--- config.mk ---
export PLATFORM = sky130hd
export DESIGN_NAME = hdlc_rx_deframer
export DESIGN_NICKNAME = d
export VERILOG_FILES = /design/src/rtl/hdlc_rx_deframer.sv
export SDC_FILE = /design/constraint.sdc
export NUM_CORES = 1
export LEC_CHECK = 0
export CORE_AREA = 2 2 74 76
export DETAILED_ROUTE_END_ITERATION = 16
export DIE_AREA = 0 0 76 78
export PLACE_DENSITY = 0.81
export SETUP_SLACK_MARGIN = 0.1
export SYNTH_ARGS = -nofsm -noshare
export SYNTH_HDL_FRONTEND = slang
export SYNTH_SLANG_ARGS = --single-unit
--- constraint.sdc ---
create_clock -name Clk -period 2.7 [get_ports Clk]
set_input_delay 0.675 -clock Clk [delete_from_list [all_inputs] [get_ports Clk]]
set_output_delay 0.675 -clock Clk [all_outputs]
set_load 0.02 [all_outputs]
--- src/rtl/hdlc_rx_deframer.sv ---
// HDLC receive deframer: sliding flag/abort detection, zero de-stuffing, byte assembly, frame status.
// Detect pulses 2 cycles after the last pattern bit; data bits pass through the 8-bit history as a delay line.
module hdlc_rx_deframer #(
   parameter int MAX_BYTES = 128
) (
   input  logic       Clk,
   input  logic       Rst,
   input  logic       RxEN,
   input  logic       Rx,
   output logic [7:0] Rx_Data,
   output logic       Rx_NewByte,
   output logic       Rx_FlagDetect,
   output logic       Rx_AbortDetect,
   output logic       Rx_ValidFrame,
   output logic       Rx_EoF,
   output logic       Rx_FrameError,
   output logic       Rx_Overflow,
   output logic [7:0] Rx_FrameSize
);
   localparam logic [7:0] SIZE_MAX  = 8'(MAX_BYTES);
   localparam logic [7:0] FLAG_PAT  = 8'h7E;
   localparam logic [7:0] ABORT_PAT = 8'hFE;

   typedef enum logic [1:0] {IDLE = 2'd0, OPEN = 2'd1, DATA = 2'd2} state_t;
   state_t state, state_nxt;

   // hist[7] is the newest line bit, hist[0] the oldest and the next one offered to the assembler
   logic [7:0] hist;
   logic [7:0] byte_sr;
   logic [7:0] byte_nxt;
   logic [2:0] skip;
   logic [2:0] bit_cnt;
   logic [2:0] ones;
   logic       flag_q;
   logic       abort_q;
   logic       close_q;
   logic       flag_hit;
   logic       abort_hit;
   logic       take_bit;
   logic       frame_close;
   logic       drop;
   logic       stuffed;
   logic       keep;

   assign abort_hit = RxEN && (hist == ABORT_PAT);
   assign flag_hit  = RxEN && (hist == FLAG_PAT) && !abort_hit;
   assign drop      = !RxEN && (state != IDLE);
   assign stuffed   = take_bit && (ones == 3'd5) && !hist[0];
   assign keep      = take_bit && !stuffed;
   assign byte_nxt  = {hist[0], byte_sr[7:1]};

   assign Rx_FlagDetect  = flag_q && RxEN;
   assign Rx_AbortDetect = abort_q && RxEN;
   assign Rx_ValidFrame  = (state != IDLE) && RxEN;

   always_comb begin
      state_nxt   = state;
      take_bit    = 1'b0;
      frame_close = 1'b0;
      if (!RxEN) begin
         state_nxt = IDLE;
      end else begin
         case (state)
            IDLE: begin
               if (flag_hit) state_nxt = OPEN;
            end
            OPEN: begin
               if (abort_hit) begin
                  state_nxt   = IDLE;
                  frame_close = 1'b1;
               end else if (!flag_hit && skip == 3'd0) begin
                  take_bit  = 1'b1;
                  state_nxt = DATA;
               end
            end
            DATA: begin
               if (abort_hit || flag_hit) begin
                  state_nxt   = IDLE;
                  frame_close = 1'b1;
               end else begin
                  take_bit = 1'b1;
               end
            end
            default: state_nxt = IDLE;
         endcase
      end
   end

   always_ff @(posedge Clk or posedge Rst) begin
      if (Rst) state <= IDLE;
      else     state <= state_nxt;
   end

   always_ff @(posedge Clk or posedge Rst) begin
      if (Rst) begin
         hist          <= 8'hFF;
         byte_sr       <= 8'h00;
         skip          <= 3'd0;
         bit_cnt       <= 3'd0;
         ones          <= 3'd0;
         flag_q        <= 1'b0;
         abort_q       <= 1'b0;
         close_q       <= 1'b0;
         Rx_Data       <= 8'h00;
         Rx_NewByte    <= 1'b0;
         Rx_EoF        <= 1'b0;
         Rx_FrameError <= 1'b0;
         Rx_Overflow   <= 1'b0;
         Rx_FrameSize  <= 8'd0;
      end else begin
         hist       <= RxEN ? {Rx, hist[7:1]} : 8'hFF;
         flag_q     <= flag_hit;
         abort_q    <= abort_hit;
         close_q    <= frame_close;
         Rx_EoF     <= close_q || drop;
         Rx_NewByte <= 1'b0;

         // the seven remaining flag bits still sit in hist and must not reach the assembler
         if (flag_hit)           skip <= 3'd7;
         else if (!RxEN)         skip <= 3'd0;
         else if (skip != 3'd0)  skip <= skip - 3'd1;

         if (flag_hit || abort_hit || !RxEN) begin
            ones    <= 3'd0;
            bit_cnt <= 3'd0;
            byte_sr <= 8'h00;
         end else if (stuffed) begin
            ones <= 3'd0;
         end else if (keep) begin
            ones    <= hist[0] ? ones + {2'b00, (ones != 3'd7)} : 3'd0;
            byte_sr <= byte_nxt;
            bit_cnt <= bit_cnt + 3'd1;
            if (bit_cnt == 3'd7) begin
               if (Rx_FrameSize == SIZE_MAX) begin
                  Rx_Overflow <= 1'b1;
               end else begin
                  Rx_Data      <= byte_nxt;
                  Rx_NewByte   <= 1'b1;
                  Rx_FrameSize <= Rx_FrameSize + 8'd1;
               end
            end
         end

         if (drop || (frame_close && flag_hit && bit_cnt != 3'd0))
            Rx_FrameError <= 1'b1;

         if (state == IDLE && state_nxt == OPEN) begin
            Rx_FrameSize  <= 8'd0;
            Rx_FrameError <= 1'b0;
            Rx_Overflow   <= 1'b0;
         end
      end
   end
endmodule

Yosys cells after proc, flatten, opt, wreduce, memory -nomap -nowiden

Index checks and enable logic that the tools add are counted.

Equal/unequal tests: 14
Mux-type cells: 48
Bitwise gates (word level): 3
Reductions and logical operators: 38
Add/sub/neg operators: 4

Operators with widths:

| kind                  | count |
|---|---|
| $mux W8               | 10 |
| $mux W3               | 10 |
| $mux W1               | 20 |
| $eq A8 B8 Y1 const B  | 2 |
| $reduce_and A5 Y1     | 3 |
| $logic_and A1 B1 Y1   | 14 |
| $reduce_bool A2 Y1    | 6 |
| $mux W2               | 5 |
| $reduce_bool A3 Y1    | 3 |
| $add A8 B1 Y8 const B | 1 |
| $eq A8 B7 Y1 const B  | 1 |
| $ne A2 B1 Y1 const B  | 4 |
| $eq A3 B3 Y1 const B  | 2 |
| $pmux W2 S3           | 1 |
| $logic_not A1 Y1      | 5 |
| $eq A2 B1 Y1 const B  | 2 |
| $logic_or A1 B1 Y1    | 4 |
| $pmux W1 S2           | 2 |
| $add A3 B1 Y3         | 1 |
| $add A3 B1 Y3 const B | 1 |
| $logic_not A3 Y1      | 1 |
| $ne A3 B1 Y1 const B  | 1 |
| $ne A3 B3 Y1 const B  | 1 |
| $not A1 Y1            | 3 |
| other kinds (4)       | 4 |

Input port bits: 4
Word-level logic and storage cells: 122
Output and inout bits: 23
Bits in registers: 50

Logic depth before layout (Yosys ltp)

Gate-level depths: netlist (run 1).

Word-level depth: 18
Depth in mapped cells: 10
Depth with buffers taken out: 7

Worst setup path before layout (run 1)

Ideal clock, no wire load.

Kind: in2out
Start: input RxEN
End: output Rx_AbortDetect
Data arrival time: 1.378 ns
Path buffers: 2
Path slack: 0.647 ns
Data required time: 2.025 ns
Stages on the path: 3
Cells stage by stage: buf_2 clkbuf_1 and2_1

Longest elaborated chain between the ends: 1

Ends and longest elaborated chain:

| what                | RTL line | RTL |
|---|---|---|
| start: declaration  | 8        | `input logic RxEN,` |
| $logic_and A1 B1 Y1 | 53       | `assign Rx_AbortDetect = abort_q && RxEN;` |
| end: declaration    | 13       | `output logic Rx_AbortDetect,` |

Every way passes these cells.

Worst setup path after layout (run 1)

Start: input RxEN
End: output Rx_ValidFrame

Longest elaborated chain between the ends: 1

Ends and longest elaborated chain:

| what                | RTL line | RTL |
|---|---|---|
| $logic_and A1 B1 Y1 | 54       | `assign Rx_ValidFrame = (state != IDLE) && RxEN;` |
| end: declaration    | 14       | `output logic Rx_ValidFrame,` |

Every way passes these cells.

==> flow_summary.json, run 1 <==
{
  "outcome": "finished, final reports clean",
  "ir_worst_vdd_v": 0.000299,
  "core_sq_um": 5040,
  "routed-via-count": 1927,
  "numPortBuffers": 26,
  "max_freq_mhz": 422,
  "cts_max_level": 2,
  "synth-compound-area-share_pct": 14.7,
  "final_cell_mix": "41 x dfrtp_1, 23 x clkdlybuf4s50_1, 19 x nand3_1",
  "clkLatencyLatePin_ps": 300,
  "skew_ps": 9.55,
  "synthTopCellsByArea": "dfrtp_1 41%, dfstp_2 8.4%, ha_1 6.5%, nand3_1 3.8%, mux2_2 3.6%",
  "r2r-end": "Rx_Data[2]$_DFFE_PP0P_",
  "synth_ff_type": "dfrtp_1",
  "postSynth.asyncResetShare_pct": 100,
  "dieArea_sq_um": 5930,
  "maxCapViolCount": 0,
  "grt_pass1_vias": 1925,
  "post-place-ws_ps": 39.9,
  "slew_headroom_pct": 56.2,
  "synth_edf_count": 0,
  "synth_top_cell_by_area": "dfrtp_1",
  "fin_nets": 290,
  "hold_path_end": "Rx_EoF$_DFF_PP0_",
  "leakage_nw": 1.31,
  "yosysWarnings": 0,
  "rsz0062_at_grt": "no",
  "num_rows": 26,
  "clk_pin_slew_worst_paths_ps": 90,
  "synth_top_area_share_pct": 41.2,
  "r2r_slack_ps": 540,
  "hold_depth": 1,
  "min_from": "close_q$_DFF_PP0_",
  "setup_viol": 0,
  "post-route-period-util_pct": 87.8,
  "crit_type": "primary input to output pin",
  "vias_per_cell": 5.60,
  "worst_setup_path_end_kind": "output pin",
  "drtIter0Drc": 103,
  "die_w_um": 76,
  "start_util_pct": 49.4,
  "pin_count": 27,
  "cts_root_buf": "clkbuf_8",
  "worst_slack_ps": 330,
  "wire_per_inst_um": 14.1,
  "layout_min_cycle_time_ps": 2370,
  "hold_viol": 0,
  "crit_path_max_fanout": 5,
  "hp-class": "flop to flop",
  "drive_above_1_share_pct": 16.1,
  "dpl.hpwl_mm": 3.48,
  "die_h_um": 78,
  "ff2ff_path_depth": 6,
  "n_fill_cell": 433,
  "synth_xor_area_share_pct": 0.352,
  "antennaDiodeCount": 0,
  "critPathLaunchType": "primary input",
  "clock_path_buffers": 2,
  "grtUsageTotal_pct": 17.7,
  "cp.required_ps": 2030,
  "grt_max_degree": 26,
  "final_common_cell": "dfrtp_1",
  "r2r-start": "Rx_FrameSize[0]$_DFFE_PP0P_",
  "clkSinkCount": 49,
  "cts_inserted_buffers": 5,
  "antenna_found_initial": 0,
  "grt_pass1_wl_mm": 8.68,
  "crit_arrival_ps": 1700,
  "synth_nets": 258,
  "gp_congestion": 0.904,
  "tns_ps": 0,
  "ys_ff_latch": 49,
  "finalWirelength_mm": 4.85,
  "areaGrowthSynthToFinish_pct": 20.7,
  "yosys.area_share.adder_pct": 6.53,
  "synth.area.mux_share_pct": 3.62,
  "synthDistinctLibCells": 49,
  "drc": 0,
  "dr.pass1.iters": 4,
  "syn_inst": 241,
  "grt_overflow": 0,
  "cts_tree": "built",
  "worst_slew_pin_slew_ps": 650,
  "drtAntennaViolNets": 0,
  "ys_seq_area_share_pct": 49.6,
  "synth_top_family_by_area": "simple AND/OR/NAND/NOR gates",
  "final_max_slew_viol_count": 0,
  "synthSimpleGateAreaFrac_pct": 19.9,
  "power_density_nw_per_um2": 535,
  "synth_area_sq_um": 2490,
  "cts_hold_buf": 0,
  "avgSynthCellArea_sq_um": 10.3
}
registers in the layout, indices dropped and copies added, names as in the netlist:
name,count
Rx_Data,8
Rx_FrameSize,8
hist,8
byte_sr,7
bit_cnt,3
ones,3
skip,3
state,2
Rx_EoF,1
Rx_FrameError,1
Rx_NewByte,1
Rx_Overflow,1
abort_q,1
close_q,1
flag_q,1
metrics by stage:
step / hold WS [ps] / utilization, % / area [sq um] / power [W] / instances
floorplan: 413 / - / 2490 / 0.000937 / 241
CTS: 457 / 59.7 / 3010 / 0.00162 / 344
detailed placement: 436 / 57.0 / 2870 / 0.000999 / 336
global route: 477 / 59.7 / 3010 / 0.00169 / 344
finish: 448 / 59.7 / 3010 / 0.00161 / 344
global placement: 423 / 57.0 / 2870 / 0.000993 / 336
metal layers:
layer,wire [um],vias to the layer above,part of all wire (%),GRT usage (%)
met1,2290,951,47,23.8
li1,-,926,-,-
met2,2330,42,48,29.6
met4,57,0,1.2,4.36
met5,0,-,0,0
met3,176,8,3.6,3.95
where the power goes:
| group | internal [W] | total, W | leakage (nW) | switching, W |
|---|---|---|---|---|
| Combinational | 0.0000914 | 0.000209 | 0.588 | 0.000118 |
| Sequential | 0.000760 | 0.000776 | 0.652 | 0.0000157 |
| Clock | 0.000373 | 0.000624 | 0.0687 | 0.000251 |
| Total | 0.00122 | 0.00161 | 1.31 | 0.000384 |
cells in the mapped netlist, types with 2 or more instances:
master     n
nand2b_1   8
o2111a_1   2
a21o_1     2
dfstp_2    8
a31oi_1    4
and4_1     2
nor2_1    13
dfrtp_1   41
o21ai_0   15
nand4_1    2
nand3_1   19
a21oi_1   16
o31ai_1    7
nand2_1   15
clkbuf_1   5
buf_2      3
o22ai_1    3
ha_1      13
mux2_2     8
and2_1     2
inv_1     16
nor2b_1    3
buf_6      3
or4_1      5
and3_1     2
cells by family after synthesis:
group           Yosys count
simple gates             85
fa+ha+maj                13
compound gates           57
mux                       8
xor+xnor                  1
buf+inv                  28
flops                    49
worst max path at each step:
stage	cells after the start	from	slack (ps)	to
final	4	RxEN	330	Rx_ValidFrame
after global routing	8	RxEN	210	Rx_FrameSize[0]$_DFFE_PP0P_
after CTS	4	RxEN	320	Rx_ValidFrame
after detailed placement	4	RxEN	40	Rx_ValidFrame
after global placement	4	RxEN	60	Rx_ValidFrame
after floorplan	3	RxEN	650	Rx_AbortDetect
worst max-delay path, stage by stage:
cell             delay, ps
clkdlybuf4s50_1        520
inv_1                   70
nor2_1                  90
dlygate4sd2_1          330
cell type report:
cell class              count  area [sq um]  share of cell area, %
clock inverters             3          68.8                   2.29
flip-flops and latches     49          1240                   41.1
inverters                  16          60.1                   2.00
multi-input cells         164          1120                   37.3
well taps                  70          87.6                   2.91
clock buffers               5          68.8                   2.29
repair buffers             37           364                   12.1
timing repair:
action,CTS,global route
setup buffers,0,0
setup endpoints to repair,3,0
resized for setup,3,0
Power figures use the tool's default switching activity.
==> run 2: changes to the inputs <==
Settings changed: CTS_CLUSTER_DIAMETER set to 200.
==> results of run 2 <==
Final layout, timing and power as in run 1 (identical DEF).
==> run 3: changes to the inputs <==
Settings changed: CTS_CLUSTER_SIZE set to 16, TNS_END_PERCENT set to 1.
==> run 3 against run 2 <==
- critical path depth shrank 1
- combinational power hardly changed
- clock skew hardly changed
- non-clock buffer count did not move
- sequential share of layout area down 0.068 points
- final area grew 0.17%
- register-to-register slack about the same
- flip-flop and latch count is the same
- worst hold slack about the same
- first-iteration DRC count unchanged
- clock power about the same
- critical path type unchanged
==> flow_summary.json, run 3 (same netlist as run 1, synthesis figures left out) <==
{
  "outcome": "finished, final reports clean",
  "crit_top_cell": "clkdlybuf4s50_1",
  "rsz0062_at_grt": "yes",
  "p_comb_share_pct": 13.0,
  "cp.required_ps": 2030,
  "tns_ps": 0,
  "leakage_nw": 1.32,
  "r2r-end": "Rx_Data[2]$_DFFE_PP0P_",
  "dpl.hpwl_mm": 3.48,
  "grtUsageMet1_pct": 23.8,
  "drtIter0Drc": 103,
  "die_w_um": 76,
  "p_switching_w": 0.000385,
  "grt_pass1_wl_mm": 8.68,
  "post-place-ws_ps": 39.9,
  "skew_ps": 9.54,
  "clkLatencyLatePin_ps": 300,
  "reg_top3": "Rx_Data (8), Rx_FrameSize (8), hist (8)",
  "ir_worst_vdd_v": 0.000299,
  "grt_max_degree": 26,
  "hold_depth": 1,
  "min_from": "close_q$_DFF_PP0_",
  "drive_above_1_share_pct": 16.1,
  "gp_congestion": 0.904,
  "top_usage_layer": "met2",
  "hp-class": "flop to flop",
  "grt_overflow": 0,
  "cts_root_buf": "clkbuf_8",
  "worst_slack_ps": 90.8,
  "met2_usage_pct": 29.6,
  "routed-via-count": 1925,
  "post-route-util_pct": 59.8,
  "p_int_w": 0.00122,
  "ff2ff_path_depth": 6,
  "setup_viol": 0,
  "r2r_slack_ps": 540,
  "cp_slowest_stage_delay_ps": 590,
  "drc": 0,
  "slew_headroom_pct": 56.2,
  "pin_count": 27,
  "core_sq_um": 5040,
  "crit_slowest_cell": "clkdlybuf4s50_1",
  "grt_pass1_vias": 1925,
  "cts_tree": "built",
  "use_met3_pct": 3.95,
  "final_common_cell": "dfrtp_1",
  "start_util_pct": 49.4,
  "post_cts_buffers": 0,
  "grtUsageTotal_pct": 17.7,
  "p_total_w": 0.00161,
  "areaGrowthSynthToFinish_pct": 20.9,
  "clkSinkCount": 49,
  "hold_viol": 0,
  "crit_arrival_ps": 1930,
  "cts_hold_buf": 0,
  "hold_slack_ps": 448,
  "crit_path_max_fanout": 5,
  "worst-path-stages": 3,
  "worst_slew_pin_slew_ps": 650,
  "dr.pass1.iters": 4,
  "switching_share_pct": 23.9,
  "cts_max_level": 2,
  "crit_type": "primary input to output pin",
  "max_freq_mhz": 383,
  "fin_nets": 290,
  "cts_inserted_buffers": 5,
  "layout_min_cycle_time_ps": 2610,
  "clk_pin_slew_worst_paths_ps": 90,
  "drtAntennaViolNets": 0,
  "worst_setup_path_end_kind": "output pin",
  "antenna_found_initial": 0,
  "post-route-period-util_pct": 96.6,
  "critPathTopFamily": "buffers and inverters",
  "die_h_um": 78,
  "final_max_slew_viol_count": 0,
  "power_density_nw_per_um2": 534,
  "dieArea_sq_um": 5930,
  "antennaDiodeCount": 0,
  "hold_path_end": "Rx_EoF$_DFF_PP0_",
  "finalWirelength_mm": 4.86,
  "final_cell_mix": "41 x dfrtp_1, 24 x clkdlybuf4s50_1, 19 x nand3_1",
  "numPortBuffers": 26,
  "clkPwrFrac_pct": 38.8,
  "r2r-start": "Rx_FrameSize[0]$_DFFE_PP0P_",
  "cp_num_buf_inv": 2,
  "num_rows": 26,
  "clock_path_buffers": 2,
  "power_frac_seq_pct": 48.2,
  "maxCapViolCount": 0,
  "crit_chain": "clkdlybuf4s50_1 > and2_1 > clkdlybuf4s50_1",
  "n_fill_cell": 432,
  "critPathLaunchType": "primary input",
  "wire_per_inst_um": 14.1,
  "vias_per_cell": 5.60
}
## run 3: routing by layer
layer / vias to the layer above / wire (um)
met3: 8 / 173
met4: 0 / 57
met1: 949 / 2300
met5: - / 0
met2: 42 / 2330
li1: 926 / -
## run 3: per-stage QoR
stage,cells,area [sq um]
2_1_floorplan,241,2490
3_3_place_gp,336,2870
3_5_place_dp,336,2870
4_1_cts,344,3010
5_1_grt,344,3010
6_report,344,3010
## run 3: layout make-up
cell class	instances	area [sq um]	share of cell area, %
sequential	49	1240	41.0
multi-input combinational	164	1120	37.3
timing repair buffer	37	369	12.3
tap	70	87.6	2.91
clock buffer	5	68.8	2.28
clock inverter	3	68.8	2.28
inverter	16	60.1	1.99
## run 3: worst max path at each step
stage	from	to	slack (ps)
after floorplan	RxEN	Rx_AbortDetect	650
after global placement	RxEN	Rx_ValidFrame	60
after detailed placement	RxEN	Rx_ValidFrame	40
final	RxEN	Rx_AbortDetect	90
after global routing	RxEN	Rx_AbortDetect	30
after CTS	RxEN	Rx_FlagDetect	60
## run 3: repair_timing
action | in CTS | in global routing
gates resized for setup | 1 | 1
pin swaps | 0 | 0
endpoints found under the setup margin | 3 | 2
## run 3: power groups by stage
stage | logic (W) | registers (W) | clock network, W
floorplan | 0.000150 | 0.000787 | 0
CTS | 0.000212 | 0.000776 | 0.000637
global placement | 0.000205 | 0.000788 | 0
detailed placement | 0.000209 | 0.000790 | 0
global route | 0.000247 | 0.000780 | 0.000665
finish | 0.000209 | 0.000776 | 0.000624
